**src/rtl/periph_bus_bridge_if.sv**
```systemverilog
// Core data-memory port bundle: req/gnt/rvalid handshake, word address
// plus byte enables.
//   master : core side (drives request fields, receives gnt/response)
//   slave  : bridge side (drives gnt/response, receives request fields)
interface periph_bus_bridge_if;
  logic        data_req;
  logic        data_gnt;
  logic        data_we;
  logic [3:0]  data_be;
  logic [31:0] data_addr;
  logic [31:0] data_wdata;
  logic        data_rvalid;
  logic [31:0] data_rdata;
  logic        data_err;

  modport master (
    output data_req, data_we, data_be, data_addr, data_wdata,
    input  data_gnt, data_rvalid, data_rdata, data_err
  );

  modport slave (
    input  data_req, data_we, data_be, data_addr, data_wdata,
    output data_gnt, data_rvalid, data_rdata, data_err
  );
endinterface

```
**src/rtl/periph_bus_bridge.sv**
```systemverilog
// Core data port -> memory-mapped peripheral bridge.
// Decodes the peripheral window, one-hot selects a slot, turns lane byte
// enables into byte-offset addressing (write data shifted down to bit 0,
// read data shifted back up to its lanes), inserts WAIT_CYCLES wait states
// and returns a single-cycle response (err for illegal accesses).
// Ports:
//   clk_i, rst_ni : clock, async active-low reset
//   bus           : core handshake (slave modport)
//   sel_o         : one-hot slot select, only during ACCESS
//   write_o       : single write strobe in the last ACCESS cycle
//   addr_o/be_o/wdata_o : byte offset, shifted enables/data (held when idle)
//   rdata_i       : per-slot read data, slot k at [32k+31:32k]
module periph_bus_bridge #(
  parameter logic [31:0] BASE_ADDR   = 32'h2000_0000,
  parameter int unsigned NUM_SLV     = 4,
  parameter int unsigned SEL_W       = 2,
  parameter int unsigned SLV_AW      = 5,
  parameter int unsigned WAIT_CYCLES = 0
) (
  input  logic                    clk_i,
  input  logic                    rst_ni,
  periph_bus_bridge_if.slave      bus,
  output logic [NUM_SLV-1:0]      sel_o,
  output logic                    write_o,
  output logic [SLV_AW-1:0]       addr_o,
  output logic [3:0]              be_o,
  output logic [31:0]             wdata_o,
  input  logic [32*NUM_SLV-1:0]   rdata_i
);
  localparam int unsigned HI = SLV_AW + SEL_W;

  typedef enum logic [1:0] {IDLE, ACCESS, ERROR} state_e;

  state_e              state_q;
  logic [3:0]          cnt_q;
  logic                we_q;
  logic [1:0]          off_q;
  logic [3:0]          lane_be_q;
  logic [NUM_SLV-1:0]  sel_q;
  logic [SLV_AW-1:0]   addr_q;
  logic [3:0]          be_q;
  logic [31:0]         wdata_q;

  // ---------------- request decode ----------------
  logic                be_ok, hit, slot_ok, legal, last, hs;
  logic [1:0]          off_d;
  logic [SEL_W-1:0]    slot_d;
  logic [NUM_SLV-1:0]  sel_d;
  logic [SLV_AW-1:0]   addr_d;
  logic [3:0]          be_d;
  logic [31:0]         wdata_d;

  always_comb begin
    be_ok = 1'b1;
    off_d = 2'd0;
    case (bus.data_be)
      4'b0001, 4'b0011, 4'b1111: off_d = 2'd0;
      4'b0010:                   off_d = 2'd1;
      4'b0100, 4'b1100:          off_d = 2'd2;
      4'b1000:                   off_d = 2'd3;
      default:                   be_ok = 1'b0;
    endcase
  end

  assign slot_d  = bus.data_addr[HI-1:SLV_AW];
  assign hit     = (bus.data_addr[31:HI] == BASE_ADDR[31:HI]);
  assign slot_ok = (32'(slot_d) < NUM_SLV);
  assign legal   = hit & slot_ok & be_ok;
  assign addr_d  = {bus.data_addr[SLV_AW-1:2], off_d};
  assign be_d    = bus.data_be >> off_d;
  assign wdata_d = bus.data_wdata >> {off_d, 3'b000};

  // Loop compare keeps the one-hot in range when NUM_SLV < 2^SEL_W.
  always_comb begin
    sel_d = '0;
    for (int k = 0; k < int'(NUM_SLV); k++) sel_d[k] = (32'(slot_d) == 32'(k));
  end

  // ---------------- handshake ----------------
  assign last         = (state_q == ACCESS) && (cnt_q == 4'd0);
  // Accept in IDLE, ERROR, or the final ACCESS cycle (back-to-back).
  assign bus.data_gnt = bus.data_req & ((state_q != ACCESS) | last);
  assign hs           = bus.data_gnt;

  // ---------------- FSM ----------------
  always_ff @(posedge clk_i or negedge rst_ni) begin
    if (!rst_ni) begin
      state_q   <= IDLE;
      cnt_q     <= 4'd0;
      we_q      <= 1'b0;
      off_q     <= 2'd0;
      lane_be_q <= 4'd0;
      sel_q     <= '0;
      addr_q    <= '0;
      be_q      <= 4'd0;
      wdata_q   <= 32'd0;
    end else if ((state_q == ACCESS) && (cnt_q != 4'd0)) begin
      cnt_q <= cnt_q - 4'd1;
    end else if (hs) begin
      we_q <= bus.data_we;
      if (legal) begin
        state_q   <= ACCESS;
        cnt_q     <= 4'(WAIT_CYCLES);
        sel_q     <= sel_d;
        addr_q    <= addr_d;
        be_q      <= be_d;
        wdata_q   <= wdata_d;
        off_q     <= off_d;
        lane_be_q <= bus.data_be;
      end else begin
        // Illegal: slave-side bus fields keep their old values, no select.
        state_q <= ERROR;
        sel_q   <= '0;
      end
    end else begin
      state_q <= IDLE;
      sel_q   <= '0;
    end
  end

  // ---------------- outputs ----------------
  // Strobe/response decode straight from state so an async reset drops
  // them immediately.
  assign sel_o           = sel_q;
  assign addr_o          = addr_q;
  assign be_o            = be_q;
  assign wdata_o         = wdata_q;
  assign write_o         = last & we_q;
  assign bus.data_rvalid = last | (state_q == ERROR);
  assign bus.data_err    = (state_q == ERROR);

  // Slave rdata is combinational from addr_o, so the read return path is
  // combinational too (needed for zero-wait-state reads).
  logic [31:0] rsel, lane_mask;
  always_comb begin
    rsel = 32'd0;
    for (int k = 0; k < int'(NUM_SLV); k++)
      if (sel_q[k]) rsel = rsel | rdata_i[32*k +: 32];
  end
  assign lane_mask = {{8{lane_be_q[3]}}, {8{lane_be_q[2]}},
                      {8{lane_be_q[1]}}, {8{lane_be_q[0]}}};
  assign bus.data_rdata = (last && !we_q) ?
                          ((rsel << {off_q, 3'b000}) & lane_mask) : 32'd0;
endmodule

```
**src/flat_wrapper.sv**
```systemverilog
// flat-port wrapper written by rule: the top's interface ports become plain ports
module periph_bus_bridge_flat 
#(
  parameter logic [31:0] BASE_ADDR   = 32'h2000_0000,
  parameter int unsigned NUM_SLV     = 4,
  parameter int unsigned SEL_W       = 2,
  parameter int unsigned SLV_AW      = 5,
  parameter int unsigned WAIT_CYCLES = 0
)
  (clk_i, rst_ni, sel_o, write_o, addr_o, be_o, wdata_o, rdata_i, bus_data_req, bus_data_we, bus_data_be, bus_data_addr, bus_data_wdata, bus_data_gnt, bus_data_rvalid, bus_data_rdata, bus_data_err);
  periph_bus_bridge_if bus_i ();
  input  logic clk_i;
  input  logic rst_ni;
  output logic [NUM_SLV-1:0] sel_o;
  output logic write_o;
  output logic [SLV_AW-1:0] addr_o;
  output logic [3:0] be_o;
  output logic [31:0] wdata_o;
  input  logic [32*NUM_SLV-1:0] rdata_i;
  input wire logic [$bits(bus_i.data_req)-1:0] bus_data_req;
  input wire logic [$bits(bus_i.data_we)-1:0] bus_data_we;
  input wire logic [$bits(bus_i.data_be)-1:0] bus_data_be;
  input wire logic [$bits(bus_i.data_addr)-1:0] bus_data_addr;
  input wire logic [$bits(bus_i.data_wdata)-1:0] bus_data_wdata;
  output wire logic [$bits(bus_i.data_gnt)-1:0] bus_data_gnt;
  output wire logic [$bits(bus_i.data_rvalid)-1:0] bus_data_rvalid;
  output wire logic [$bits(bus_i.data_rdata)-1:0] bus_data_rdata;
  output wire logic [$bits(bus_i.data_err)-1:0] bus_data_err;
  assign bus_i.data_req = bus_data_req;
  assign bus_i.data_we = bus_data_we;
  assign bus_i.data_be = bus_data_be;
  assign bus_i.data_addr = bus_data_addr;
  assign bus_i.data_wdata = bus_data_wdata;
  assign bus_data_gnt = bus_i.data_gnt;
  assign bus_data_rvalid = bus_i.data_rvalid;
  assign bus_data_rdata = bus_i.data_rdata;
  assign bus_data_err = bus_i.data_err;
  periph_bus_bridge #(.BASE_ADDR(BASE_ADDR), .NUM_SLV(NUM_SLV), .SEL_W(SEL_W), .SLV_AW(SLV_AW), .WAIT_CYCLES(WAIT_CYCLES)) u_core (.clk_i(clk_i), .rst_ni(rst_ni), .bus(bus_i), .sel_o(sel_o), .write_o(write_o), .addr_o(addr_o), .be_o(be_o), .wdata_o(wdata_o), .rdata_i(rdata_i));
endmodule
```
**config.mk**
```make
export PLATFORM = sky130hd
export DESIGN_NAME = periph_bus_bridge_flat
export DESIGN_NICKNAME = d
export VERILOG_FILES = /design/src/rtl/periph_bus_bridge_if.sv /design/src/rtl/periph_bus_bridge.sv /design/src/flat_wrapper.sv
export SDC_FILE = /design/constraint.sdc
export NUM_CORES = 1
export LEC_CHECK = 0
export CAP_MARGIN = 20
export CORE_MARGIN = 3
export CORE_UTILIZATION = 30
export DETAILED_ROUTE_END_ITERATION = 16
export GPL_ROUTABILITY_DRIVEN = 0
export HOLD_SLACK_MARGIN = 0.15
export PLACE_DENSITY = 0.75
export SYNTH_ARGS = -nofsm -noshare
export SYNTH_HDL_FRONTEND = slang
export SYNTH_SLANG_ARGS = --single-unit
```
**constraint.sdc**
```tcl
create_clock -name clk_i -period 2.1 [get_ports clk_i]
set_input_delay 0.42 -clock clk_i [delete_from_list [all_inputs] [get_ports clk_i]]
set_output_delay 0.42 -clock clk_i [all_outputs]
set_load 0.05 [all_outputs]
```
==> flow_metrics.env, run 1 <==
export IMPL_grt_pass1_wl_um=30200
export IMPL_crit_type="reg -> out"
export IMPL_cts_hold_buf=0
export IMPL_layout_drive_gt1_share=0.349
export IMPL_dp_hpwl_um=15700
export IMPL_die_h_um=123
export IMPL_num_rows=41
export IMPL_synth_simple_gate_area_frac=0.136
export IMPL_antenna_found_initial=0
export IMPL_clock_sinks=56
export IMPL_swShare=0.232
export IMPL_clock_fmax_ghz=0.378
export IMPL_synthCells=458
export IMPL_yosys_register_bits=56
export IMPL_cts_buffers=5
export IMPL_fin_crit_sh=1.26
export IMPL_drc=0
export IMPL_maxSlewViolCount=0
export IMPL_yosysTopAreaCell="dfrtp_1"
export IMPL_p_total_mw=2.59
export IMPL_peakVddDrop_uv=303
export IMPL_cts_root_buf="clkbuf_16"
export IMPL_yosys_mux_area_fraction=0.194
export IMPL_die_x_um=123
export IMPL_outcome="complete, but fails checks"
export IMPL_grt_overflow=0
export IMPL_final_area_um2=9340
export IMPL_cts_clk_slew_worst_paths_ns=0.07
export IMPL_clockBufferDepth=2
export IMPL_failed_checks="negative setup slack"
export IMPL_syn2layout_area_growth_pct=129
export IMPL_crit_family="buffers and inverters"
export IMPL_maxSlewHeadroom=0.567
export IMPL_first_pass_iters=4
export IMPL_p_leak_nw=3.86
export IMPL_clock_skew_ns=0.00541
export IMPL_max_cap_violations=0
export IMPL_arrival_ns=2.23
export IMPL_initial_core_util=0.314
export IMPL_clk_latency_ns=0.29
export IMPL_instances_no_fill=978
export IMPL_ys_flop_type="dfrtp_1"
export IMPL_placed_cell_area_um2=8420
export IMPL_syn_nets=660
export IMPL_yosys_area_top_type_share=0.343
export IMPL_top_layer="met4"
export IMPL_wl_met3_um=1550
export IMPL_cts_tree="built"
export IMPL_p_per_area_nw_per_um2=277
export IMPL_worst_setup_path_start_kind="flip-flop"
export IMPL_h_tree_depth=2
export IMPL_setup_slack_ns=-0.549
export IMPL_synth_distinct_cells=41
export IMPL_clock_power_share=0.328
export IMPL_worstMarginPinSlew_ns=0.649
export IMPL_wl_per_cell_um=20.9
export IMPL_crit_chain="inv_2 -> ha_4 -> nor3b_4 -> nand3_2 -> buf_4 -> buf_6 -> nor2_2 -> buf_6 -> buf_12 -> and3_4 -> buf_12"
export IMPL_synth_xor_area_frac=0.00644
export IMPL_rsz0062_at_grt="yes"
export IMPL_coreArea_um2=13000
export IMPL_synth_edf_count=0
export IMPL_dr_wl_met2_um=11100
export IMPL_post_route_min_period_ns=2.65
export IMPL_routed_wl_um=20400
export IMPL_synth_compound_area_frac=0.262
export IMPL_place_inst=950
export IMPL_via_per_inst=5.35
export IMPL_finalSetupViolations=85
export IMPL_critPathRequiredTime_ns=1.68
export IMPL_pin_count=281
export IMPL_wl_met1_um=7160
export IMPL_antennaDiodeCount=0
export IMPL_grt_use_total=0.256
export IMPL_fin_util=0.720
export IMPL_cp_buffers_inverters=6
export IMPL_grt_max_degree=35
export IMPL_synth_fa_ha_area_frac=0.00613
export IMPL_yosys_warnings=0
export IMPL_mostFrequentLayoutCell="clkdlybuf4s50_1"
export IMPL_crit_fanout=5
export IMPL_avgSynthCellArea_um2=8.91
export IMPL_nets=1007
export IMPL_endpoint_kind="output pin"
export IMPL_p_int_mw=1.99
export IMPL_finalHoldViolCount=0
export IMPL_grt_pass1_vias=5790
export IMPL_vias=5230
export IMPL_slowest_delay_ns=0.40
export IMPL_die_area_um2=15000
export IMPL_synth_top_family_by_area="compound AO/OA/AOI/OAI gates"
export IMPL_pwr_share_seq=0.419
export IMPL_first_iter_violations=389
export IMPL_ys_async_sr_fraction=1.00
export IMPL_min_path_type="in -> async"
export IMPL_comb_power_share=0.253
export IMPL_synth_seq_area_share=0.343
export IMPL_p_sw_uw=602
export IMPL_slowest_stage="dfrtp_1"
export IMPL_antenna_left=0
export IMPL_synth_area_top_cells="dfrtp_1 (34%), a22oi_1 (12%), mux2i_1 (10%)"
export IMPL_numPortBuffers=278
export IMPL_layout_common_cells="clkdlybuf4s50_1 (218), buf_4 (81), a22oi_1 (54), buf_12 (51), dfrtp_1 (50)"
export IMPL_syn_area_um2=4080
-- cell usage after synthesis (4+ instances only) --
cell / n
mux2_2: 33
inv_1: 8
nor4_1: 5
buf_1: 6
nor2b_1: 4
a22oi_1: 64
mux2i_1: 41
and3_1: 16
nand3_1: 19
a21oi_1: 24
dfrtp_1: 56
buf_2: 6
o31ai_1: 8
a311oi_1: 7
o21ai_0: 41
clkbuf_1: 27
nor2_1: 23
a32o_1: 4
nand2_1: 29
a2bb2oi_1: 8
-- timing repair --
| item | CTS | global route |
|---|---|---|
| pin swaps | 21 | 30 |
| endpoints found under the setup margin | 86 | 88 |
| setup buffers | 11 | 7 |
| gates cloned | 4 | 0 |
| gates resized for setup | 75 | 63 |
-- power by group through the flow --
stage | combinational, mW | clock, mW | sequential [mW]
floorplan | 0.122 | 0 | 1.10
global placement | 0.597 | 0 | 1.10
detailed placement | 0.612 | 0 | 1.10
CTS | 0.638 | 0.868 | 1.08
global route | 0.695 | 0.915 | 1.08
finish | 0.656 | 0.850 | 1.08
-- cells by family after synthesis --
group           Yosys count
flops                    56
buf+inv                  50
simple gates            112
fa+ha+maj                 2
mux                      75
xor+xnor                  3
compound gates          160
-- final timing paths --
kind	from	end	slack, ns	cells past startpoint
setup reg to reg	u_core.cnt_q[1]	u_core.wdata_o[10]	-0.22	11
hold reg to reg	u_core.be_o[0]	u_core.be_o[0]	0.47	1
min in group clk_i	u_core.be_o[0]	u_core.be_o[0]	0.47	1
setup / recovery	u_core.cnt_q[1]	bus_data_rdata[27]	-0.55	11
hold / removal	rst_ni	u_core.wdata_o[21]	0.15	1
max in group asynchronous	rst_ni	u_core.wdata_o[31]	1.35	2
-- metrics by stage --
step	hold slack [ns]	worst slack (ns)	TNS (ns)
3_5_place_dp	0.452	-0.474	-28.20
4_1_cts	0.170	-0.555	-21.21
5_1_grt	0.191	-0.693	-32.82
6_report	0.153	-0.549	-23.48
3_3_place_gp	0.452	-0.453	-25.69
2_1_floorplan	0.124	-0.339	-7.14
-- cell type report --
type                       instances  area, um^2
clock inverter                     1        7.51
timing repair buffer             382        4250
inverter                           8        32.5
fill                             930        3640
multi-input combinational        352        3280
tap                              172         215
sequential                        56        1410
clock buffer                       7         143
-- flip-flops by register name, indices dropped and copies added (netlist names) --
name / cells
u_core.addr_o: 5
u_core.be_o: 4
u_core.cnt_q: 4
u_core.lane_be_q: 4
u_core.sel_o: 4
u_core.state_q: 2
u_core.wdata_o: 32
u_core.we_q: 1
-- metal layers --
metal,global-route usage,up-vias
li1,-,2438
met1,0.273,2514
met2,0.494,240
met3,0.0571,38
met4,0.0847,0
met5,0,-
Note: power is estimated with default switching activity, not from simulation.
==> run 2, diff against run 1 <==
ABC_CLOCK_PERIOD_IN_PS = 2100   (was not set)
==> results of run 2 <==
Same layout as run 1: the final DEF is identical, and so are final timing and power.
